--- src/rtl/lsu_ctrl_if.sv ---
// Core-side request/response and word-memory signals of the load/store controller.
// The slave modport is the controller itself; the master modport is the core plus memory.
interface lsu_ctrl_if;
  logic        req_i;
  logic        we_i;
  logic [2:0]  size_i;
  logic [31:0] addr_i;
  logic [31:0] wdata_i;
  logic        ready_o;
  logic        done_o;
  logic [31:0] rdata_o;
  logic        err_o;
  logic        mem_we_o;
  logic [31:0] mem_a_o;
  logic [31:0] mem_wd_o;
  logic [31:0] mem_rd_i;

  modport slave (
    input  req_i, we_i, size_i, addr_i, wdata_i, mem_rd_i,
    output ready_o, done_o, rdata_o, err_o, mem_we_o, mem_a_o, mem_wd_o
  );

  modport master (
    output req_i, we_i, size_i, addr_i, wdata_i, mem_rd_i,
    input  ready_o, done_o, rdata_o, err_o, mem_we_o, mem_a_o, mem_wd_o
  );
endinterface

--- src/rtl/lsu_ctrl.sv ---
// Byte-addressed load/store onto word memory; done 2 cycles after accept, 3 for SB/SH (RMW), 1 on error.
// One request in flight, ready only in IDLE; define LSU_MISALIGN_TRAP_EN to reject misaligned H/HU/W.
module lsu_ctrl #(
  parameter int MEM_WORDS = 64
) (
  input logic       clk,
  input logic       rst,
  lsu_ctrl_if.slave bus
);

  localparam int AW = $clog2(MEM_WORDS);

  typedef enum logic [1:0] {IDLE, ACCESS, WRITE, DONE} state_t;

  typedef struct packed {
    logic          we;
    logic [2:0]    size;
    logic [1:0]    lo;
    logic [AW-1:0] idx;
    logic [31:0]   wdata;
  } req_t;

  state_t        state_q, state_d;
  req_t          req_q;
  logic [AW-1:0] mem_a_q;
  logic [31:0]   rdata_q;
  logic [31:0]   merged_q;
  logic          err_q;

  logic          accept;
  logic          bad_req;
  logic          sub_word;
  logic [31:0]   load_ext;
  logic [31:0]   merged_d;
  logic [7:0]    byte_v;
  logic [15:0]   half_v;
  logic          unused_addr;

  assign unused_addr = ^bus.addr_i[31:AW+2];

  assign accept   = bus.req_i && (state_q == IDLE);
  assign sub_word = (req_q.size[1:0] != 2'b10);

  always_comb begin
    bad_req = (bus.size_i == 3'b011) || (bus.size_i[2:1] == 2'b11) ||
              (bus.we_i && bus.size_i[2]);
`ifdef LSU_MISALIGN_TRAP_EN
    if ((bus.size_i[1:0] == 2'b01 && bus.addr_i[0]) ||
        (bus.size_i == 3'b010 && bus.addr_i[1:0] != 2'b00))
      bad_req = 1'b1;
`endif
  end

  // Lane selection ignores the misaligned low bits when trapping is off.
  always_comb begin
    byte_v   = bus.mem_rd_i[{req_q.lo, 3'b000} +: 8];
    half_v   = bus.mem_rd_i[{req_q.lo[1], 4'b0000} +: 16];
    load_ext = bus.mem_rd_i;
    case (req_q.size[1:0])
      2'b00:   load_ext = req_q.size[2] ? {24'h0, byte_v} : {{24{byte_v[7]}}, byte_v};
      2'b01:   load_ext = req_q.size[2] ? {16'h0, half_v} : {{16{half_v[15]}}, half_v};
      default: load_ext = bus.mem_rd_i;
    endcase
  end

  always_comb begin
    merged_d = bus.mem_rd_i;
    if (req_q.size[1:0] == 2'b00)
      merged_d[{req_q.lo, 3'b000} +: 8] = req_q.wdata[7:0];
    else
      merged_d[{req_q.lo[1], 4'b0000} +: 16] = req_q.wdata[15:0];
  end

  always_ff @(posedge clk) begin
    if (rst) state_q <= IDLE;
    else     state_q <= state_d;
  end

  always_comb begin
    state_d      = state_q;
    bus.ready_o  = 1'b0;
    bus.done_o   = 1'b0;
    bus.mem_we_o = 1'b0;
    bus.mem_wd_o = 32'h0;
    case (state_q)
      IDLE: begin
        bus.ready_o = 1'b1;
        if (bus.req_i) state_d = bad_req ? DONE : ACCESS;
      end
      ACCESS: begin
        if (req_q.we && sub_word) begin
          state_d = WRITE;
        end else begin
          state_d = DONE;
          if (req_q.we) begin
            bus.mem_we_o = 1'b1;
            bus.mem_wd_o = req_q.wdata;
          end
        end
      end
      WRITE: begin
        bus.mem_we_o = 1'b1;
        bus.mem_wd_o = merged_q;
        state_d      = DONE;
      end
      DONE: begin
        bus.done_o = 1'b1;
        state_d    = IDLE;
      end
    endcase
    // A reset landing mid-write must not corrupt memory.
    if (rst) bus.mem_we_o = 1'b0;
  end

  always_ff @(posedge clk) begin
    if (rst) begin
      req_q    <= '0;
      mem_a_q  <= '0;
      rdata_q  <= 32'h0;
      merged_q <= 32'h0;
      err_q    <= 1'b0;
    end else begin
      if (accept) begin
        req_q.we    <= bus.we_i;
        req_q.size  <= bus.size_i;
        req_q.lo    <= bus.addr_i[1:0];
        req_q.idx   <= bus.addr_i[AW+1:2];
        req_q.wdata <= bus.wdata_i;
        if (bad_req) begin
          err_q   <= 1'b1;
          rdata_q <= 32'h0;
        end else begin
          mem_a_q <= bus.addr_i[AW+1:2];
        end
      end
      if (state_q == ACCESS) begin
        if (!req_q.we) begin
          rdata_q <= load_ext;
          err_q   <= 1'b0;
        end else if (sub_word) begin
          merged_q <= merged_d;
        end else begin
          rdata_q <= 32'h0;
          err_q   <= 1'b0;
        end
      end
      if (state_q == WRITE) begin
        rdata_q <= 32'h0;
        err_q   <= 1'b0;
      end
    end
  end

  assign bus.rdata_o = rdata_q;
  assign bus.err_o   = err_q;
  assign bus.mem_a_o = {{(32-AW){1'b0}}, mem_a_q};

endmodule

--- src/flat_wrapper.sv ---
// flat-port wrapper written by rule: the top's interface ports become plain ports
module lsu_ctrl_flat 
#(
  parameter int MEM_WORDS = 64
)
  (clk, rst, bus_req_i, bus_we_i, bus_size_i, bus_addr_i, bus_wdata_i, bus_mem_rd_i, bus_ready_o, bus_done_o, bus_rdata_o, bus_err_o, bus_mem_we_o, bus_mem_a_o, bus_mem_wd_o);
  lsu_ctrl_if bus_i ();
  input logic clk;
  input logic rst;
  input wire logic [$bits(bus_i.req_i)-1:0] bus_req_i;
  input wire logic [$bits(bus_i.we_i)-1:0] bus_we_i;
  input wire logic [$bits(bus_i.size_i)-1:0] bus_size_i;
  input wire logic [$bits(bus_i.addr_i)-1:0] bus_addr_i;
  input wire logic [$bits(bus_i.wdata_i)-1:0] bus_wdata_i;
  input wire logic [$bits(bus_i.mem_rd_i)-1:0] bus_mem_rd_i;
  output wire logic [$bits(bus_i.ready_o)-1:0] bus_ready_o;
  output wire logic [$bits(bus_i.done_o)-1:0] bus_done_o;
  output wire logic [$bits(bus_i.rdata_o)-1:0] bus_rdata_o;
  output wire logic [$bits(bus_i.err_o)-1:0] bus_err_o;
  output wire logic [$bits(bus_i.mem_we_o)-1:0] bus_mem_we_o;
  output wire logic [$bits(bus_i.mem_a_o)-1:0] bus_mem_a_o;
  output wire logic [$bits(bus_i.mem_wd_o)-1:0] bus_mem_wd_o;
  assign bus_i.req_i = bus_req_i;
  assign bus_i.we_i = bus_we_i;
  assign bus_i.size_i = bus_size_i;
  assign bus_i.addr_i = bus_addr_i;
  assign bus_i.wdata_i = bus_wdata_i;
  assign bus_i.mem_rd_i = bus_mem_rd_i;
  assign bus_ready_o = bus_i.ready_o;
  assign bus_done_o = bus_i.done_o;
  assign bus_rdata_o = bus_i.rdata_o;
  assign bus_err_o = bus_i.err_o;
  assign bus_mem_we_o = bus_i.mem_we_o;
  assign bus_mem_a_o = bus_i.mem_a_o;
  assign bus_mem_wd_o = bus_i.mem_wd_o;
  lsu_ctrl #(.MEM_WORDS(MEM_WORDS)) u_core (.clk(clk), .rst(rst), .bus(bus_i));
endmodule
--- config.mk ---
export PLATFORM = sky130hd
export DESIGN_NAME = lsu_ctrl_flat
export DESIGN_NICKNAME = d
export VERILOG_FILES = /design/src/rtl/lsu_ctrl_if.sv /design/src/rtl/lsu_ctrl.sv /design/src/flat_wrapper.sv
export SDC_FILE = /design/constraint.sdc
export NUM_CORES = 1
export LEC_CHECK = 0
export CAP_MARGIN = 20
export CORE_MARGIN = 1
export CORE_UTILIZATION = 42
export DETAILED_ROUTE_END_ITERATION = 10
export PLACE_DENSITY_LB_ADDON = 0.25
export SYNTH_ARGS = -nofsm -noshare
export SYNTH_HDL_FRONTEND = slang
export SYNTH_SLANG_ARGS = --single-unit
export TNS_END_PERCENT = 20
--- constraint.sdc ---
create_clock -name clk -period 2 [get_ports clk]
set_input_delay 0.3 -clock clk [delete_from_list [all_inputs] [get_ports clk]]
set_output_delay 0.3 -clock clk [all_outputs]
set_load 0.01 [all_outputs]
======== Word-level counts from Yosys, hierarchy flattened ========
Index checks and enable logic that the tools add are counted.
operators by class
  reduce and logical (&&, ||, !) cells .... 10
  muxes and demuxes ....................... 29
  shift-type cells ........................ 6
  add/subtract/negate cells ............... 2
  bitwise gates (word level) .............. 1
  eq/ne operators ......................... 8
operators with widths
  operator                 count
  $mux 32                  10
  $pmux 32 s2              2
  $bwmux 32                2
  $shift 16x7->32 const A  1
  $shift 8x7->32 const A   1
  $shiftx 16x7->32         1
  $shiftx 32x6->16         1
  $shiftx 32x6->8          1
  $shiftx 8x7->32          1
  $neg 5->7                2
  $mux 1                   11
  $pmux 2 s4               1
  $eq 2x2->1 const B       3
  $eq 2x1->1 const B       2
  $logic_not 2->1          2
  $mux 2                   2
  $ne 2x2->1 const B       2
  $eq 3x2->1 const B       1
  $logic_and 1x1->1        3
  $reduce_and 3->1         1
  $logic_or 1x1->1         2
  $pmux 1 s2               1
  $reduce_and 2->1         1
  $reduce_or 2->1          1
  $not 1->1                1
word-level totals
  logic and storage cells ................. 65
  input bits .............................. 103
  register bits after elaboration ......... 111

======== Longest topological paths before layout ========
  word-level depth ........................ 8
  depth in mapped cells ................... 10

======== Worst setup path after synthesis ========
No wires, ideal clock.
  kind .................................... reg2reg
  start point ............................. reg u_core.req_q[39] (netlist name)
  end point ............................... reg u_core.merged_q[10]
  clock period less this slack ............ 2.062 ns
  data required time ...................... 1.872 ns
  data arrival time ....................... 1.934 ns
  slack ................................... -0.062 ns
  stages on the path, launching flop included .. 10
  setup time .............................. 0.128 ns
  cells stage by stage .................... dfxtp_1 buf_2 buf_2 inv_2 ha_1 and4_1 clkbuf_1 a221o_1 a22oi_1 nor2_1
on the way
  longest elaborated chain between the ends .. 4
  elaborated cells between the ends (all ways) .. 9
  those cells by class .................... 2 x add/sub; 4 x shift; 3 x mux
RTL lines
  item                                      line                            text
  from (decl)                               lsu_ctrl.sv:24                  req_t req_q;
  $neg 5->7 (on tied branches)              lsu_ctrl.sv:71, lsu_ctrl.sv:69
  $shiftx 16x7->32 (tied with other cells)  lsu_ctrl.sv:71                  merged_d[{req_q.lo[1], 4'b0000} +: 16] = req_q.wdata[15:0];
  $bwmux 32 (on tied branches)              lsu_ctrl.sv:71, lsu_ctrl.sv:69
  $mux 32 (*)                               lsu_ctrl.sv:68                  if (req_q.size[1:0] == 2'b00)
  to (signal assigned)                      lsu_ctrl.sv:141                 merged_q <= merged_d;
  to (decl)                                 lsu_ctrl.sv:27                  logic [31:0] merged_q;
Mark *: on every way between the ends. The rest lies on a longest branch, timed or not.
A chain may end at the register's enable or synchronous reset.

======== Final worst setup path ========
  start point ............................. reg u_core.state_q[1]
  end point ............................... out bus_mem_wd_o[30]
on the way
  longest elaborated chain between the ends .. 2
  elaborated cells between the ends (all ways) .. 3
  those cells by class .................... 2 x eq/ne; 1 x mux
RTL lines
  item                                             line                text
  from (decl)                                      lsu_ctrl.sv:23      state_t state_q, state_d;
  from (signal assigned)                           lsu_ctrl.sv:76      else state_q <= state_d;
  $eq 2x2->1 / $eq 2x1->1 (equally long branches)  lsu_ctrl.sv:85      case (state_q)
  $pmux 32 s2 (*)                                  lsu_ctrl.sv:85
  to (decl)                                        flat_wrapper.sv:22  output wire logic [$bits(bus_i.mem_wd_o)-1:0] bus_mem_wd_o;
Marked as above.

==> impl_metrics.yaml <==
sta:
  skew_ns: 0.00366
  rsz0062_at_grt: "true"
  slew_headroom_pct: 65.3
  setup_ws_ns: -0.0925
  max_freq_mhz: 478
  fin_crit_ns: 2.09
  tightest_slew_ns: 0.518
  setup_violations: 18
  fin_crit_sh_pct: 105
  drv_slew: 0
  finalHoldViolCount: 0
  fin_setup_tns_ns: -0.901
clocking:
  cts_sinks: 111
  clock_latency_ns: 0.36
  cts_buffer_depth: 2
  htreeDepth: 3
  cts_tree: "built"
  cts_buffers: 9
  path_clk_slew_ns: 0.07
  cts_root_buffer: "clkbuf_16"
  hold_buffers: 0
synthesis:
  seq_area_frac_synth_pct: 37.4
  syn_inst: 710
  synthesis.area_um2: 5930
  synth_top_flop_cell: "dfxtp_1"
  yosysWarnings: 0
  synth-edff-count: 0
  synth-seq-cells: 111
  yosys.area.top_type_share_pct: 37.4
  yosys.area.top_type: "dfxtp_1"
  yosysUniqueCellTypes: 50
  ys_top_cells_by_area: "dfxtp_1, a22oi_1, nand2_1, a21oi_1, mux2i_1"
  async_reset_ff_share_pct: 0
  syn_avg_cell_area_um2: 8.36
floorplanning:
  rows: 43
  fp.coreArea_um2: 13800
  dieArea_um2: 14600
  die_w_um: 121
  initial_utilization_pct: 42.9
  ioPinCount: 203
  fp.dieH_um: 121
route:
  routed_wl_mm: 20.4
  wl_per_cell_um: 19.3
  vias: 5945
  drtIter0Drc: 518
  viasPerCell: 5.61
  drt_pass1_iterations: 5
  antenna_left: 0
  post-route-drc-count: 0
pwr:
  clockPowerShare_pct: 18.8
  p_comb_share_pct: 48.1
  total_power_mw: 8.70
  switching_power_mw: 3.27
  p_leak_nw: 3.18
  p_sw_share_pct: 37.6
  ir_drop_uv: 484
  p_int_mw: 5.43
  power_density_nw_per_um2: 1050
  p_seq_share_pct: 33.1
finish:
  layout-drive-gt1-share_pct: 20.9
  antenna_cells: 0
  layout.cells.most_common: "clkdlybuf4s50_1"
  nFillCells: 1177
  fin_nets: 989
  areaGrowthSynthToFinish_pct: 40.0
  mostFrequentLayoutCells: "clkdlybuf4s50_1, nand2_1, dfxtp_1"
  fin_cells: 1059
critical_path:
  reg2reg_to: "u_core.bus.rdata_o[21]$_SDFF_PP0_"
  worstPathMaxFanout: 8
  crit_required_ns: 1.70
  r2r_cells: 9
  worstSetupEndpointType: "output pin"
  critPathLaunchType: "flip-flop"
  rrSetupSlack_ns: 0.10
  critPathKind: "flip-flop to output pin"
  cp.arrival_ns: 1.79
  worstReg2RegStart: "u_core.state_q[1]$_SDFFE_PP0P_"
global_routing:
  grt_overflow_total: 0
  grt_max_degree: 49
  grt_pass1_vias: 5558
  grt_pass1_wl_mm: 30.6
  antenna_found_initial: 0
  grtUsageTotal_pct: 27.6
placement:
  placedCellCount: 1033
  place_congestion: 0.864
  hpwlAfterDp_mm: 14.2
  io_buffers: 152
outcome:
  status: "complete, but fails checks"
  violations: "negative setup slack"
worst_hold_path:
  min_path_cells: 2
  min_from: "u_core.bus.rdata_o[19]$_SDFF_PP0_"
  worstHoldEndpoint: "u_core.bus.rdata_o[19]$_SDFF_PP0_"
  min_path_type: "flip-flop to flip-flop"
run:
  maxCapViolCount: 0
## layer usage
metal  track usage (%)  vias up  routed length (µm)
met5                 0        -                   0
met4              8.49        0                 405
met3              5.45       27                1520
met2              44.5      268                9450
met1              36.9     2827                9020
li1                  -     2823                   -
## flip-flops by register name (all words and copies together), names as in the netlist
name,flops
u_core.req_q,38
u_core.bus.rdata_o,32
u_core.merged_q,32
u_core.mem_a_q,6
u_core.state_q,2
u_core.bus.err_o,1
## power groups by stage
stage,sequential [mW],combinational (mW),clock [mW]
2_1_floorplan,2.91,2.14,0
3_3_place_gp,2.86,3.57,0
3_5_place_dp,2.88,3.64,0
4_1_cts,2.86,3.99,1.65
5_1_grt,2.92,4.49,1.75
6_report,2.88,4.19,1.64
## critical path, cell delays in order (launching register included)
cell     delay [ns]
dfxtp_2        0.33
inv_2          0.08
ha_4           0.14
nand2_4        0.05
nor2_4         0.10
buf_6          0.12
buf_8          0.13
buf_16         0.14
a22oi_2        0.05
nor2b_1        0.14
buf_2          0.15
## through the flow
step	hold slack (ns)	utilization, %	worst slack [ns]	area, µm²
finish	0.451	60.1	-0.0925	8310
global route	0.475	60.1	-0.178	8310
CTS	0.454	59.4	-0.0598	8210
detailed placement	0.441	56.2	-0.136	7780
global placement	0.432	56.2	-0.105	7780
floorplan	0.436	-	0.0107	6030
## logic make-up (layout without fill, tap and decap cells)
kind of cell / after synthesis / in the layout / share of synthesized area, %
adder cells (fa/ha/maj): 10 / 10 / 2.11
AO/OA/AOI/OAI: 213 / 213 / 26.8
AND/OR/NAND/NOR: 252 / 252 / 20.2
other: 1 / 26 / 0.0632
flip-flops: 111 / 111 / 37.4
multiplexers: 33 / 33 / 5.59
buffers and inverters: 90 / 234 / 7.82
## synth_stat cells, drive strengths merged (2+ instances only)
master  number
a21boi       3
a21o        10
a21oi       76
a221o       22
a221oi      17
a222oi       7
a22oi       57
and2         2
buf         51
clkbuf      32
dfxtp      111
ha          10
inv          7
mux2i       32
nand2      110
nand2b       5
nand3        2
nor2        65
nor2b       35
nor3        24
nor3b        2
o211ai       2
o21ai       11
or2          2
## final cells by class
class | instances | area [µm²] | share of cell area, %
clock buffers | 10 | 229 | 2.76
clock inverters | 4 | 25.0 | 0.301
inverters | 7 | 26.3 | 0.316
multi-input cells | 534 | 3550 | 42.8
flip-flops and latches | 111 | 2230 | 26.8
well taps | 180 | 225 | 2.71
repair buffers | 213 | 2020 | 24.3
## timing repair
action | CTS | global route
pin swaps | 4 | 4
gates cloned | 4 | 2
buffers inserted | 4 | 4
gates resized for setup | 178 | 14
endpoints found under the setup margin | 36 | 40
## worst max-delay path by stage
stage | cells past startpoint | startpoint | slack (ns) | end
floorplan | 9 | u_core.req_q[39]$_SDFFE_PP0N_ | 0.01 | u_core.merged_q[10]$_SDFFE_PP0P_
finish | 10 | u_core.state_q[1]$_SDFFE_PP0P_ | -0.09 | bus_mem_wd_o[30]
global placement | 7 | u_core.state_q[0]$_SDFFE_PP0P_ | -0.10 | bus_mem_we_o
global route | 10 | u_core.state_q[1]$_SDFFE_PP0P_ | -0.18 | bus_mem_wd_o[19]
CTS | 9 | u_core.state_q[1]$_SDFFE_PP0P_ | -0.06 | bus_mem_wd_o[2]
detailed placement | 7 | u_core.state_q[0]$_SDFFE_PP0P_ | -0.14 | bus_mem_wd_o[0]
Power figures use the tool's default switching activity.
